[src/rtl/alu_hilo.sv]
// -----------------------------------------------------------------------------
// alu_hilo
//
// Multi-cycle HI/LO unit placed beside the master ALU in the execute stage.
// It owns the architectural HI and LO registers and executes MULT/MULTU,
// DIV/DIVU, MTHI/MTLO and MFHI/MFLO, one operation at a time.
//
// Ports
//   clk       in   1   sole clock, rising edge
//   rst       in   1   asynchronous, active-low reset
//   op_valid  in   1   operation request this cycle
//   alu_op    in   6   operation code
//   src_a     in  32   rs operand (dividend / multiplicand / MTHI-MTLO data)
//   src_b     in  32   rt operand (divisor / multiplier)
//   flush     in   1   abort the in-flight op and drop any request this cycle
//   op_ready  out  1   high when idle; accept = op_valid & op_ready & ~flush
//   busy      out  1   inverse of op_ready
//   done      out  1   one-cycle pulse in the cycle after an op completes
//   result    out 32   MFHI/MFLO data, valid while done; 0 for other ops
//   hi, lo    out 32   architectural HI/LO
//
// Build option
//   HILO_FAST_MUL_EN  defined: MULT/MULTU use a single-cycle 32x32 multiplier
//                     and complete like MTHI. Undefined: 32-step shift-add.
//   Division is always the 32-step restoring divider.
//
// Timing summary
//   Single-cycle ops write HI/LO/result at the accept edge, done next cycle.
//   Iterative ops step once per edge for 32 edges; HI/LO are written on the
//   32nd step edge and done pulses in the following cycle, in which op_ready
//   is already high so a new op can be accepted back-to-back.
// -----------------------------------------------------------------------------
module alu_hilo (
    input  logic        clk,
    input  logic        rst,
    input  logic        op_valid,
    input  logic [5:0]  alu_op,
    input  logic [31:0] src_a,
    input  logic [31:0] src_b,
    input  logic        flush,
    output logic        op_ready,
    output logic        busy,
    output logic        done,
    output logic [31:0] result,
    output logic [31:0] hi,
    output logic [31:0] lo
);

    // Operation codes, same values as the shared alu_op.vh definitions.
    localparam logic [5:0] ALU_MFHI  = 6'h10;
    localparam logic [5:0] ALU_MTHI  = 6'h11;
    localparam logic [5:0] ALU_MFLO  = 6'h12;
    localparam logic [5:0] ALU_MTLO  = 6'h13;
    localparam logic [5:0] ALU_MULT  = 6'h18;
    localparam logic [5:0] ALU_MULTU = 6'h19;
    localparam logic [5:0] ALU_DIV   = 6'h1A;
    localparam logic [5:0] ALU_DIVU  = 6'h1B;

    typedef enum logic [1:0] {
        ST_IDLE = 2'd0,
        ST_MUL  = 2'd1,
        ST_DIV  = 2'd2
    } state_t;

    state_t      state_q, state_d;

    // Architectural and output registers
    logic [31:0] hi_q, hi_d;
    logic [31:0] lo_q, lo_d;
    logic [31:0] result_q, result_d;
    logic        done_q, done_d;

    // Iteration datapath shared by multiply and divide.
    //   multiply: work_hi = running upper product, work_lo = multiplier being
    //             shifted out (low product bits shift in), operand = |multiplicand|
    //   divide:   work_hi = partial remainder, work_lo = dividend shifting out
    //             while quotient bits shift in, operand = |divisor|
    logic [31:0] work_hi_q, work_hi_d;
    logic [31:0] work_lo_q, work_lo_d;
    logic [31:0] operand_q, operand_d;
    logic        neg_lo_q, neg_lo_d;   // negate product / quotient at the end
    logic        neg_hi_q, neg_hi_d;   // negate remainder at the end
    logic [4:0]  count_q, count_d;     // steps already taken

    // -------------------------------------------------------------------------
    // Request decode
    // -------------------------------------------------------------------------
    logic        accept;
    logic        op_is_mul;
    logic        op_is_div;
    logic        op_signed;
    logic        divisor_zero;
    logic [31:0] abs_a;
    logic [31:0] abs_b;
    logic        last_step;

    always_comb begin
        accept       = op_valid & op_ready & ~flush;
        op_is_mul    = (alu_op == ALU_MULT) || (alu_op == ALU_MULTU);
        op_is_div    = (alu_op == ALU_DIV)  || (alu_op == ALU_DIVU);
        op_signed    = (alu_op == ALU_MULT) || (alu_op == ALU_DIV);
        divisor_zero = (src_b == 32'd0);
        abs_a        = (op_signed && src_a[31]) ? (32'd0 - src_a) : src_a;
        abs_b        = (op_signed && src_b[31]) ? (32'd0 - src_b) : src_b;
        last_step    = (count_q == 5'd31);
    end

`ifdef HILO_FAST_MUL_EN
    // Sign-extending to 64 bits and keeping the low 64 bits of the product
    // gives the correct two's-complement result for MULT.
    logic [63:0] fast_prod;

    always_comb begin
        if (op_signed) begin
            fast_prod = {{32{src_a[31]}}, src_a} * {{32{src_b[31]}}, src_b};
        end else begin
            fast_prod = {32'd0, src_a} * {32'd0, src_b};
        end
    end
`endif

    // -------------------------------------------------------------------------
    // One shift-add multiply step
    // -------------------------------------------------------------------------
    logic [32:0] mul_sum;
    logic [31:0] mul_hi_n;
    logic [31:0] mul_lo_n;
    logic [63:0] mul_mag;
    logic [63:0] mul_final;

    always_comb begin
        mul_sum   = {1'b0, work_hi_q} + (work_lo_q[0] ? {1'b0, operand_q} : 33'd0);
        mul_hi_n  = mul_sum[32:1];
        mul_lo_n  = {mul_sum[0], work_lo_q[31:1]};
        mul_mag   = {mul_hi_n, mul_lo_n};
        mul_final = neg_lo_q ? (64'd0 - mul_mag) : mul_mag;
    end

    // -------------------------------------------------------------------------
    // One restoring divide step
    // -------------------------------------------------------------------------
    // The shifted remainder can reach 33 bits only when the divisor is above
    // 2^31, in which case the subtraction always succeeds and the difference
    // fits back into 32 bits.
    logic [32:0] div_shift;
    logic        div_ge;
    logic [32:0] div_diff;
    logic [31:0] div_rem_n;
    logic [31:0] div_quo_n;
    logic [31:0] div_lo_final;
    logic [31:0] div_hi_final;

    always_comb begin
        div_shift    = {work_hi_q, work_lo_q[31]};
        div_ge       = (div_shift >= {1'b0, operand_q});
        div_diff     = div_shift - {1'b0, operand_q};
        div_rem_n    = div_ge ? div_diff[31:0] : div_shift[31:0];
        div_quo_n    = {work_lo_q[30:0], div_ge};
        div_lo_final = neg_lo_q ? (32'd0 - div_quo_n) : div_quo_n;
        div_hi_final = neg_hi_q ? (32'd0 - div_rem_n) : div_rem_n;
    end

    // -------------------------------------------------------------------------
    // FSM: state register
    // -------------------------------------------------------------------------
    always_ff @(posedge clk or negedge rst) begin
        if (!rst) begin
            state_q <= ST_IDLE;
        end else begin
            state_q <= state_d;
        end
    end

    // -------------------------------------------------------------------------
    // FSM: next state
    // -------------------------------------------------------------------------
    always_comb begin
        state_d = state_q;
        case (state_q)
            ST_IDLE: begin
                if (accept) begin
`ifndef HILO_FAST_MUL_EN
                    if (op_is_mul) begin
                        state_d = ST_MUL;
                    end
`endif
                    // Divide by zero resolves at the accept edge.
                    if (op_is_div && !divisor_zero) begin
                        state_d = ST_DIV;
                    end
                end
            end
            ST_MUL, ST_DIV: begin
                // Flush wins over completion, including on the final step.
                if (flush || last_step) begin
                    state_d = ST_IDLE;
                end
            end
            default: state_d = ST_IDLE;
        endcase
    end

    // -------------------------------------------------------------------------
    // FSM: outputs
    // -------------------------------------------------------------------------
    always_comb begin
        op_ready = (state_q == ST_IDLE);
        busy     = (state_q != ST_IDLE);
    end

    // -------------------------------------------------------------------------
    // Datapath next-state
    // -------------------------------------------------------------------------
    always_comb begin
        hi_d      = hi_q;
        lo_d      = lo_q;
        result_d  = result_q;
        done_d    = 1'b0;
        work_hi_d = work_hi_q;
        work_lo_d = work_lo_q;
        operand_d = operand_q;
        neg_lo_d  = neg_lo_q;
        neg_hi_d  = neg_hi_q;
        count_d   = count_q;

        case (state_q)
            ST_IDLE: begin
                if (accept) begin
                    count_d = 5'd0;
                    case (alu_op)
                        ALU_MTHI: begin
                            hi_d     = src_a;
                            result_d = 32'd0;
                            done_d   = 1'b1;
                        end
                        ALU_MTLO: begin
                            lo_d     = src_a;
                            result_d = 32'd0;
                            done_d   = 1'b1;
                        end
                        ALU_MFHI: begin
                            result_d = hi_q;
                            done_d   = 1'b1;
                        end
                        ALU_MFLO: begin
                            result_d = lo_q;
                            done_d   = 1'b1;
                        end
                        ALU_MULT, ALU_MULTU: begin
`ifdef HILO_FAST_MUL_EN
                            hi_d     = fast_prod[63:32];
                            lo_d     = fast_prod[31:0];
                            result_d = 32'd0;
                            done_d   = 1'b1;
`else
                            // Result is held until the final step.
                            work_hi_d = 32'd0;
                            work_lo_d = abs_b;
                            operand_d = abs_a;
                            neg_lo_d  = op_signed & (src_a[31] ^ src_b[31]);
                            neg_hi_d  = 1'b0;
`endif
                        end
                        ALU_DIV, ALU_DIVU: begin
                            if (divisor_zero) begin
                                hi_d     = src_a;
                                lo_d     = 32'hFFFF_FFFF;
                                result_d = 32'd0;
                                done_d   = 1'b1;
                            end else begin
                                work_hi_d = 32'd0;
                                work_lo_d = abs_a;
                                operand_d = abs_b;
                                neg_lo_d  = op_signed & (src_a[31] ^ src_b[31]);
                                neg_hi_d  = op_signed & src_a[31];
                            end
                        end
                        default: begin
                            // Unknown opcode: acknowledged without side effects.
                            result_d = 32'd0;
                            done_d   = 1'b1;
                        end
                    endcase
                end
            end

            ST_MUL: begin
                if (!flush) begin
                    work_hi_d = mul_hi_n;
                    work_lo_d = mul_lo_n;
                    count_d   = count_q + 5'd1;
                    if (last_step) begin
                        hi_d     = mul_final[63:32];
                        lo_d     = mul_final[31:0];
                        result_d = 32'd0;
                        done_d   = 1'b1;
                    end
                end
            end

            ST_DIV: begin
                if (!flush) begin
                    work_hi_d = div_rem_n;
                    work_lo_d = div_quo_n;
                    count_d   = count_q + 5'd1;
                    if (last_step) begin
                        hi_d     = div_hi_final;
                        lo_d     = div_lo_final;
                        result_d = 32'd0;
                        done_d   = 1'b1;
                    end
                end
            end

            default: ;
        endcase
    end

    // -------------------------------------------------------------------------
    // Datapath registers
    // -------------------------------------------------------------------------
    always_ff @(posedge clk or negedge rst) begin
        if (!rst) begin
            hi_q      <= 32'd0;
            lo_q      <= 32'd0;
            result_q  <= 32'd0;
            done_q    <= 1'b0;
            work_hi_q <= 32'd0;
            work_lo_q <= 32'd0;
            operand_q <= 32'd0;
            neg_lo_q  <= 1'b0;
            neg_hi_q  <= 1'b0;
            count_q   <= 5'd0;
        end else begin
            hi_q      <= hi_d;
            lo_q      <= lo_d;
            result_q  <= result_d;
            done_q    <= done_d;
            work_hi_q <= work_hi_d;
            work_lo_q <= work_lo_d;
            operand_q <= operand_d;
            neg_lo_q  <= neg_lo_d;
            neg_hi_q  <= neg_hi_d;
            count_q   <= count_d;
        end
    end

    assign done   = done_q;
    assign result = result_q;
    assign hi     = hi_q;
    assign lo     = lo_q;

endmodule

[config.mk]
export PLATFORM = sky130hd
export DESIGN_NAME = alu_hilo
export DESIGN_NICKNAME = d
export VERILOG_FILES = /design/src/rtl/alu_hilo.sv
export SDC_FILE = /design/constraint.sdc
export NUM_CORES = 1
export LEC_CHECK = 0
export CAP_MARGIN = 20
export CORE_MARGIN = 2
export CORE_UTILIZATION = 54
export CTS_BUF_LIST = sky130_fd_sc_hd__clkbuf_4 sky130_fd_sc_hd__clkbuf_8 sky130_fd_sc_hd__clkbuf_16
export CTS_CLUSTER_DIAMETER = 80
export DETAILED_ROUTE_END_ITERATION = 10
export PLACE_DENSITY = 0.75
export SYNTH_ARGS = -nofsm -noshare
export SYNTH_HDL_FRONTEND = slang
export SYNTH_SLANG_ARGS = --single-unit
[constraint.sdc]
create_clock -name clk -period 4.94 [get_ports clk]
set_input_delay 0.741 -clock clk [delete_from_list [all_inputs] [get_ports clk]]
set_output_delay 0.741 -clock clk [all_outputs]
set_load 0.02 [all_outputs]
==> results of run 1 <==
## logic make-up (layout without fill, tap and decap cells)
group           after synthesis  after routing  share of synthesized area, %
flops                       202            202                          25.9
simple gates                926            926                          21.9
buf+inv                     285            454                          5.53
other cells                   0              3                             0
xor+xnor                    208            208                          9.32
fa+ha+maj                    77             77                          5.01
mux                          58             58                          2.98
compound gates              885            885                          29.4
## stage by stage
stage | setup TNS, ns | hold slack (ns) | area [um2]
2_1_floorplan | 0 | 0.445 | 19600
3_3_place_gp | 0 | 0.463 | 22300
3_5_place_dp | 0 | 0.469 | 22300
4_1_cts | 0 | 0.231 | 23200
5_1_grt | -0.00689 | 0.277 | 23400
6_report | 0 | 0.195 | 23400
## cells in the final DEF (no fill, tap or decap), types with 56 or more instances in the layout
master           count
xnor2_1            116
nor2_1             279
o31ai_1             70
ha_1                63
clkdlybuf4s50_1    170
inv_1               78
mux2i_1             56
dfrtp_1            201
nand2_1            326
o21ai_0            248
buf_4              149
xor2_1              91
a21oi_1            199
## how the worst max path moves through the flow
stage / startpoint / to / depth (start not counted)
final: work_lo_q[0]$_DFFE_PN0P_ / hi[19]$_DFFE_PN0P_ / 17
after global routing: operand_q[16]$_DFFE_PN0P_ / hi[26]$_DFFE_PN0P_ / 21
after CTS: work_lo_q[0]$_DFFE_PN0P_ / hi[19]$_DFFE_PN0P_ / 17
after detailed placement: src_b[0] / work_hi_q[22]$_DFFE_PN0P_ / 13
after global placement: work_lo_q[0]$_DFFE_PN0P_ / hi[27]$_DFFE_PN0P_ / 16
after floorplan: work_hi_q[11]$_DFFE_PN0P_ / hi[24]$_DFFE_PN0P_ / 22
## flip-flops by register name, summed over array words and instances, names as in the netlist
| register | flops |
|---|---|
| hi | 32 |
| lo | 32 |
| operand_q | 32 |
| result | 32 |
| work_hi_q | 32 |
| work_lo_q | 32 |
| count_q | 5 |
| state_q | 2 |
| done | 1 |
| neg_hi_q | 1 |
| neg_lo_q | 1 |
## per-layer routing
layer	vias up	part of all wire [%]
met2	1575	40
li1	9913	-
met3	269	15
met4	0	5.2
met5	-	0
met1	10525	40
## critical path: stages, from the launching register on
cell and delay, ns:
dfrtp_1 0.45, clkinvlp_4 0.27, buf_4 0.21, nor2_1 0.12
ha_1 0.26, or2_2 0.32, a31oi_1 0.34, a2bb2oi_2 0.42
a32oi_1 0.18, buf_4 0.20, nor4_1 0.31, nand2b_1 0.16
or3_1 0.47, o31ai_1 0.26, xnor2_1 0.13, a221oi_2 0.35
buf_4 0.17, nor2_1 0.04
## power breakdown
| group | total (mW) | switching (mW) | internal (mW) |
|---|---|---|---|
| registers | 3.08 | 0.892 | 2.19 |
| logic | 8.19 | 5.00 | 3.19 |
| clock network | 2.05 | 0.818 | 1.23 |
| total | 13.3 | 6.71 | 6.61 |
## timing repair
| item | in CTS | in global routing |
|---|---|---|
| endpoints found under the setup margin | 1 | 19 |
| pin swaps | 0 | 6 |
| hold buffers | 0 | 0 |
| gates resized for setup | 1 | 41 |
| setup buffers | 0 | 4 |
## cell type report
class | count | area [um2] | area share, %
diodes | 3 | 7.51 | 0.0320
clock inverters | 13 | 194 | 0.827
multi-input cells | 2154 | 13600 | 58.1
well taps | 461 | 577 | 2.46
repair buffers | 327 | 2970 | 12.7
clock buffers | 32 | 709 | 3.03
inverters | 82 | 312 | 1.33
flip-flops and latches | 202 | 5060 | 21.6
==> flow_metrics.py, run 1 <==
metrics = {
    "clocking": {
        "clk_root_buffer_cell": "clkbuf_16",
        "worst_setup_hold_path_clk_slew_ns": 0.06,
        "clock_latency_late_sink_ns": 0.58,
        "cts_htree_levels": 1,
        "cts.sinks": 202,
        "clock_tree.buffer_depth": 3,
        "tritoncts.num_buffers": 25,
        "tritoncts_clock_tree": "yes",
    },
    "synth": {
        "synth-seq-cells": 202,
        "synthDominantAreaCellType": "dfrtp_1",
        "yosysUniqueCellTypes": 88,
        "ys.flop_type": "dfrtp_1",
        "post_synth_inst_count": 2641,
        "edff_count_synth": 0,
        "synth_common_cells": "nand2_1, nor2_1, o21ai_0, a21oi_1, dfrtp_1",
        "synth_top_cell_area_share_pct": 25.9,
        "asyncSetResetFlopFracSynth_pct": 100,
        "syn_area_um2": 19500,
        "warnings_from_yosys": 0,
        "post_synth_main_area_contributors": "dfrtp_1, o21ai_0, nand2_1, nor2_1, xnor2_1",
        "synth_area_per_cell_um2": 7.40,
        "most_common_cell_in_the_synthesized_netlist": "nand2_1",
        "synth_seq_area_share_pct": 25.9,
        "syn-num-nets": 2792,
    },
    "sta": {
        "max-slew-margin-rel_pct": 20.2,
        "maxSlewViolCount": 0,
        "hold_viol_final": 0,
        "finalCritPeriodShare_pct": 97.0,
        "finalSetupViolations": 0,
        "final_period_minus_worst_setup_slack_ns": 4.79,
        "worstMarginPinSlew_ns": 1.20,
        "clock_skew_ns": 0.0378,
        "maxClockFrequency_mhz": 209,
        "layout_setup_ws_ns": 0.150,
    },
    "global_route": {
        "gr-total-overflow": 0,
        "grt_pass1_vias": 20501,
        "grt_antenna_before_repair": 4,
        "met3_use_gr_pct": 16.4,
        "grt_most_used_layer": "met2",
        "total_grt_usage_pct": 42.9,
        "use_met2_pct": 59.4,
        "met1_track_utilization_from_global_routing_pct": 59.2,
        "grt_first_pass_wirelength_um": 125000,
        "grt_start_max_net_pins": 114,
    },
    "floorplan": {
        "die-width_um": 194,
        "num_rows": 69,
        "die_height_um": 194,
        "fp.coreArea_um2": 35600,
        "initial_utilization_pct": 54.9,
        "design.portCount": 173,
        "die_area_um2": 37700,
    },
    "final_layout": {
        "filler_cell_count": 3129,
        "drive_above_1_share_pct": 10.0,
        "nNetsFinal": 2943,
        "syn2layout_area_growth_pct": 19.9,
        "finish.utilization_pct": 65.9,
        "final-instance-count-excl-fill": 3274,
    },
    "setup_path": {
        "regToRegEndpoint": "hi[19]$_DFFE_PN0P_",
        "maximum_fanout_along_the_worst_path": 8,
        "timing.setup.critical_path_class": "register to register",
        "reg2reg_depth": 17,
        "startpoint_kind_of_the_worst_setup_timing_path": "register",
        "critPathRequiredTime_ns": 5.41,
        "crit-reg2reg-launch": "work_lo_q[0]$_DFFE_PN0P_",
        "cp_data_arrival_time_ns": 5.26,
        "worst_setup_path_end_kind": "register",
        "worst_case_register_to_register_setup_slack_ns": 0.15,
    },
    "power_and_ir_drop": {
        "design_power_total_mw": 13.3,
        "power.ir.vdd_worst_v": 0.000372,
        "power_density_nw_per_um2": 568,
        "power_leakage_nw": 9.81,
    },
    "routing": {
        "via_per_inst": 6.81,
        "dr_total_vias": 22282,
        "detailedRoute.firstPassIterationCount": 6,
        "wire_per_inst_um": 25.7,
        "first_iter_violations": 3029,
        "drc": 0,
        "totalWireLength_um": 84200,
        "antenna_left": 0,
    },
    "placed_design": {
        "port_buffers": 172,
        "placed_cells_incl_taps": 3221,
        "gpl.final_weighted_congestion": 1.09,
        "detailedPlace.worstSlack_ns": 0.0322,
        "dp_hpwl_um": 65400,
    },
    "flow_run": {
        "drv.max_cap_violation_count": 0,
    },
    "outcome": {
        "status": "complete, no violations",
    },
    "hold_path": {
        "holdCritPathClass": "primary input to async pin",
    },
}
Power figures use the tool's default switching activity.
==> inputs of run 2 (changes only) <==
--- a/config.mk
+++ b/config.mk
@@ -12,6 +12,7 @@
 export CTS_CLUSTER_DIAMETER = 80
 export DETAILED_ROUTE_END_ITERATION = 10
 export PLACE_DENSITY = 0.75
+export SLEW_MARGIN = 20
 export SYNTH_ARGS = -nofsm -noshare
 export SYNTH_HDL_FRONTEND = slang
 export SYNTH_SLANG_ARGS = --single-unit
==> run 2 against run 1 <==
Effect of this change:
- largest cell class unchanged
- highest routed layer unchanged
- via count hardly changed
- critical endpoint is now hi[31]$_DFFE_PN0P_
- critical path depth is 1 lower
- largest power group unchanged
- clock skew is 0.0034 ns higher
==> flow_metrics.py, run 2 (synthesis results as in run 1) <==
metrics = {
    "outcome": {
        "status": "complete, no violations",
    },
    "floorplan": {
        "die_area_um2": 37700,
        "design.portCount": 173,
        "die-width_um": 194,
        "die_height_um": 194,
        "fp.coreArea_um2": 35600,
        "initial_utilization_pct": 54.9,
        "num_rows": 69,
    },
    "final_layout": {
        "layout_commonest_cell": "nand2_1",
        "syn2layout_area_growth_pct": 19.9,
        "final-instance-count-excl-fill": 3274,
        "final_cell_mix": "nand2_1, nor2_1, o21ai_0, dfrtp_1, a21oi_1",
        "nNetsFinal": 2943,
        "drive_above_1_share_pct": 10.0,
    },
    "clocking": {
        "clock_latency_late_sink_ns": 0.58,
        "clk_root_buffer_cell": "clkbuf_16",
        "tritoncts.num_buffers": 25,
        "clock_tree.buffer_depth": 3,
        "tritoncts_clock_tree": "yes",
        "cts.sinks": 202,
        "cts_hold_buf": 0,
        "cts_htree_levels": 1,
        "worst_setup_hold_path_clk_slew_ns": 0.06,
    },
    "setup_path": {
        "timing.setup.critical_path_class": "register to register",
        "cp_data_arrival_time_ns": 5.29,
        "critPathSlowestCell": "or4_1",
        "path_cells": "inv_1, ha_1, inv_1, fa_1, a21oi_1, o211ai_1, a221o_1, a41oi_1, xnor2_1, nor4_1, a32oi_1, buf_4, or3_1, or4_1, and4_1, a21oi_1",
        "maximum_fanout_along_the_worst_path": 3,
        "timing.critical_path.slowest_cell_delay_ns": 0.51,
        "critPathRequiredTime_ns": 5.44,
        "worst_case_register_to_register_setup_slack_ns": 0.15,
        "worst_setup_path_end_kind": "register",
        "startpoint_kind_of_the_worst_setup_timing_path": "register",
    },
    "routing": {
        "first_iter_violations": 3183,
        "drc": 0,
        "antenna_left": 0,
        "wire_per_inst_um": 25.8,
        "dr_total_vias": 22279,
        "totalWireLength_um": 84300,
        "via_per_inst": 6.80,
        "detailedRoute.firstPassIterationCount": 6,
    },
    "global_route": {
        "grt_antenna_before_repair": 4,
        "grt_pass1_vias": 20501,
        "grt_start_max_net_pins": 114,
        "total_grt_usage_pct": 42.9,
        "grt_first_pass_wirelength_um": 125000,
        "gr-total-overflow": 0,
    },
    "power_and_ir_drop": {
        "p_clk_share_pct": 15.4,
        "power_leakage_nw": 9.80,
        "switching_share_pct": 50.5,
        "comb_power_share_pct": 61.5,
        "power.switching_mw": 6.73,
        "seq_power_share_pct": 23.1,
        "power.ir.vdd_worst_v": 0.000372,
        "cellInternalPower_mw": 6.60,
        "power_density_nw_per_um2": 569,
    },
    "sta": {
        "worstMarginPinSlew_ns": 1.19,
        "max-slew-margin-rel_pct": 20.7,
        "tns_ns": 0,
        "finalCritPeriodShare_pct": 96.9,
        "finalSetupViolations": 0,
        "maxSlewViolCount": 0,
        "maxClockFrequency_mhz": 209,
        "clock_skew_ns": 0.0412,
        "final_period_minus_worst_setup_slack_ns": 4.79,
        "hold_viol_final": 0,
    },
    "flow_run": {
        "drv.max_cap_violation_count": 0,
    },
    "hold_path": {
        "holdCritPathClass": "primary input to async pin",
    },
    "placed_design": {
        "dp_hpwl_um": 65400,
        "port_buffers": 172,
        "gpl.final_weighted_congestion": 1.09,
        "placed_cells_incl_taps": 3221,
    },
}
run 2: cell counts in the layout (fill, tap and decap cells not counted):
Identical to the previous run, type by type.
run 2: worst max-delay path: cells and delay by family (launching register included):
kind	cells	cell delay [ns]
AO/OA/AOI/OAI	6	1.50
adder cells (fa/ha/maj)	2	0.60
XOR/XNOR	1	0.21
AND/OR/NAND/NOR	4	1.56
flip-flops	1	0.38
buffers and inverters	3	0.49
run 2: area by class of cell:
cell class,instances,area [um2]
antenna,3,7.51
clock buffer,32,709
clock inverter,13,194
fill,3127,12100
inverter,82,312
multi-input combinational,2154,13600
sequential,202,5060
tap,461,577
timing repair buffer,327,2950
run 2: per-stage QoR:
stage                     utilization (%)  setup slack [ns]  power (mW)  area, um2  hold slack (ns)
after floorplan                         -          0.000407        7.50      19600            0.445
after CTS                            65.3            0.0284        12.8      23200            0.231
after global routing                 65.9          -0.00511        13.9      23400            0.277
final                                65.9             0.152        13.3      23400            0.186
after detailed placement             62.7            0.0322        10.8      22300            0.469
after global placement               62.7            0.0441        10.6      22300            0.463
run 2: final timing paths:
kind / start / to / depth (start not counted)
worst max-delay path: work_lo_q[31]$_DFFE_PN0P_ / hi[31]$_DFFE_PN0P_ / 16
worst min-delay path: rst / result[7]$_DFFE_PN0P_ / 1
worst max register to register: work_lo_q[31]$_DFFE_PN0P_ / hi[31]$_DFFE_PN0P_ / 16
worst min register to register: operand_q[17]$_DFFE_PN0P_ / operand_q[17]$_DFFE_PN0P_ / 2
max in group asynchronous: rst / operand_q[27]$_DFFE_PN0P_ / 2
min in group clk: operand_q[17]$_DFFE_PN0P_ / operand_q[17]$_DFFE_PN0P_ / 2
run 2: layer usage:
metal	vias up	global-route usage [%]	routed length (um)
li1	9914	-	-
met5	-	0	0
met4	0	18.7	4240
met1	10488	59.2	33800
met2	1628	59.4	33600
met3	249	16.4	12700
run 2: power by group through the flow:
stage / clock network, mW / registers, mW / logic, mW
after floorplan: 0 / 2.88 / 4.63
after global placement: 0 / 2.98 / 7.63
after detailed placement: 0 / 3.02 / 7.74
after CTS: 2.06 / 3.00 / 7.79
after global routing: 2.12 / 3.10 / 8.70
final: 2.05 / 3.08 / 8.20
run 2: what timing repair did:
action | CTS | global route
gates resized for setup | 1 | 41
setup endpoints to repair | 1 | 19
setup buffers | 0 | 4
pin swaps | 0 | 6
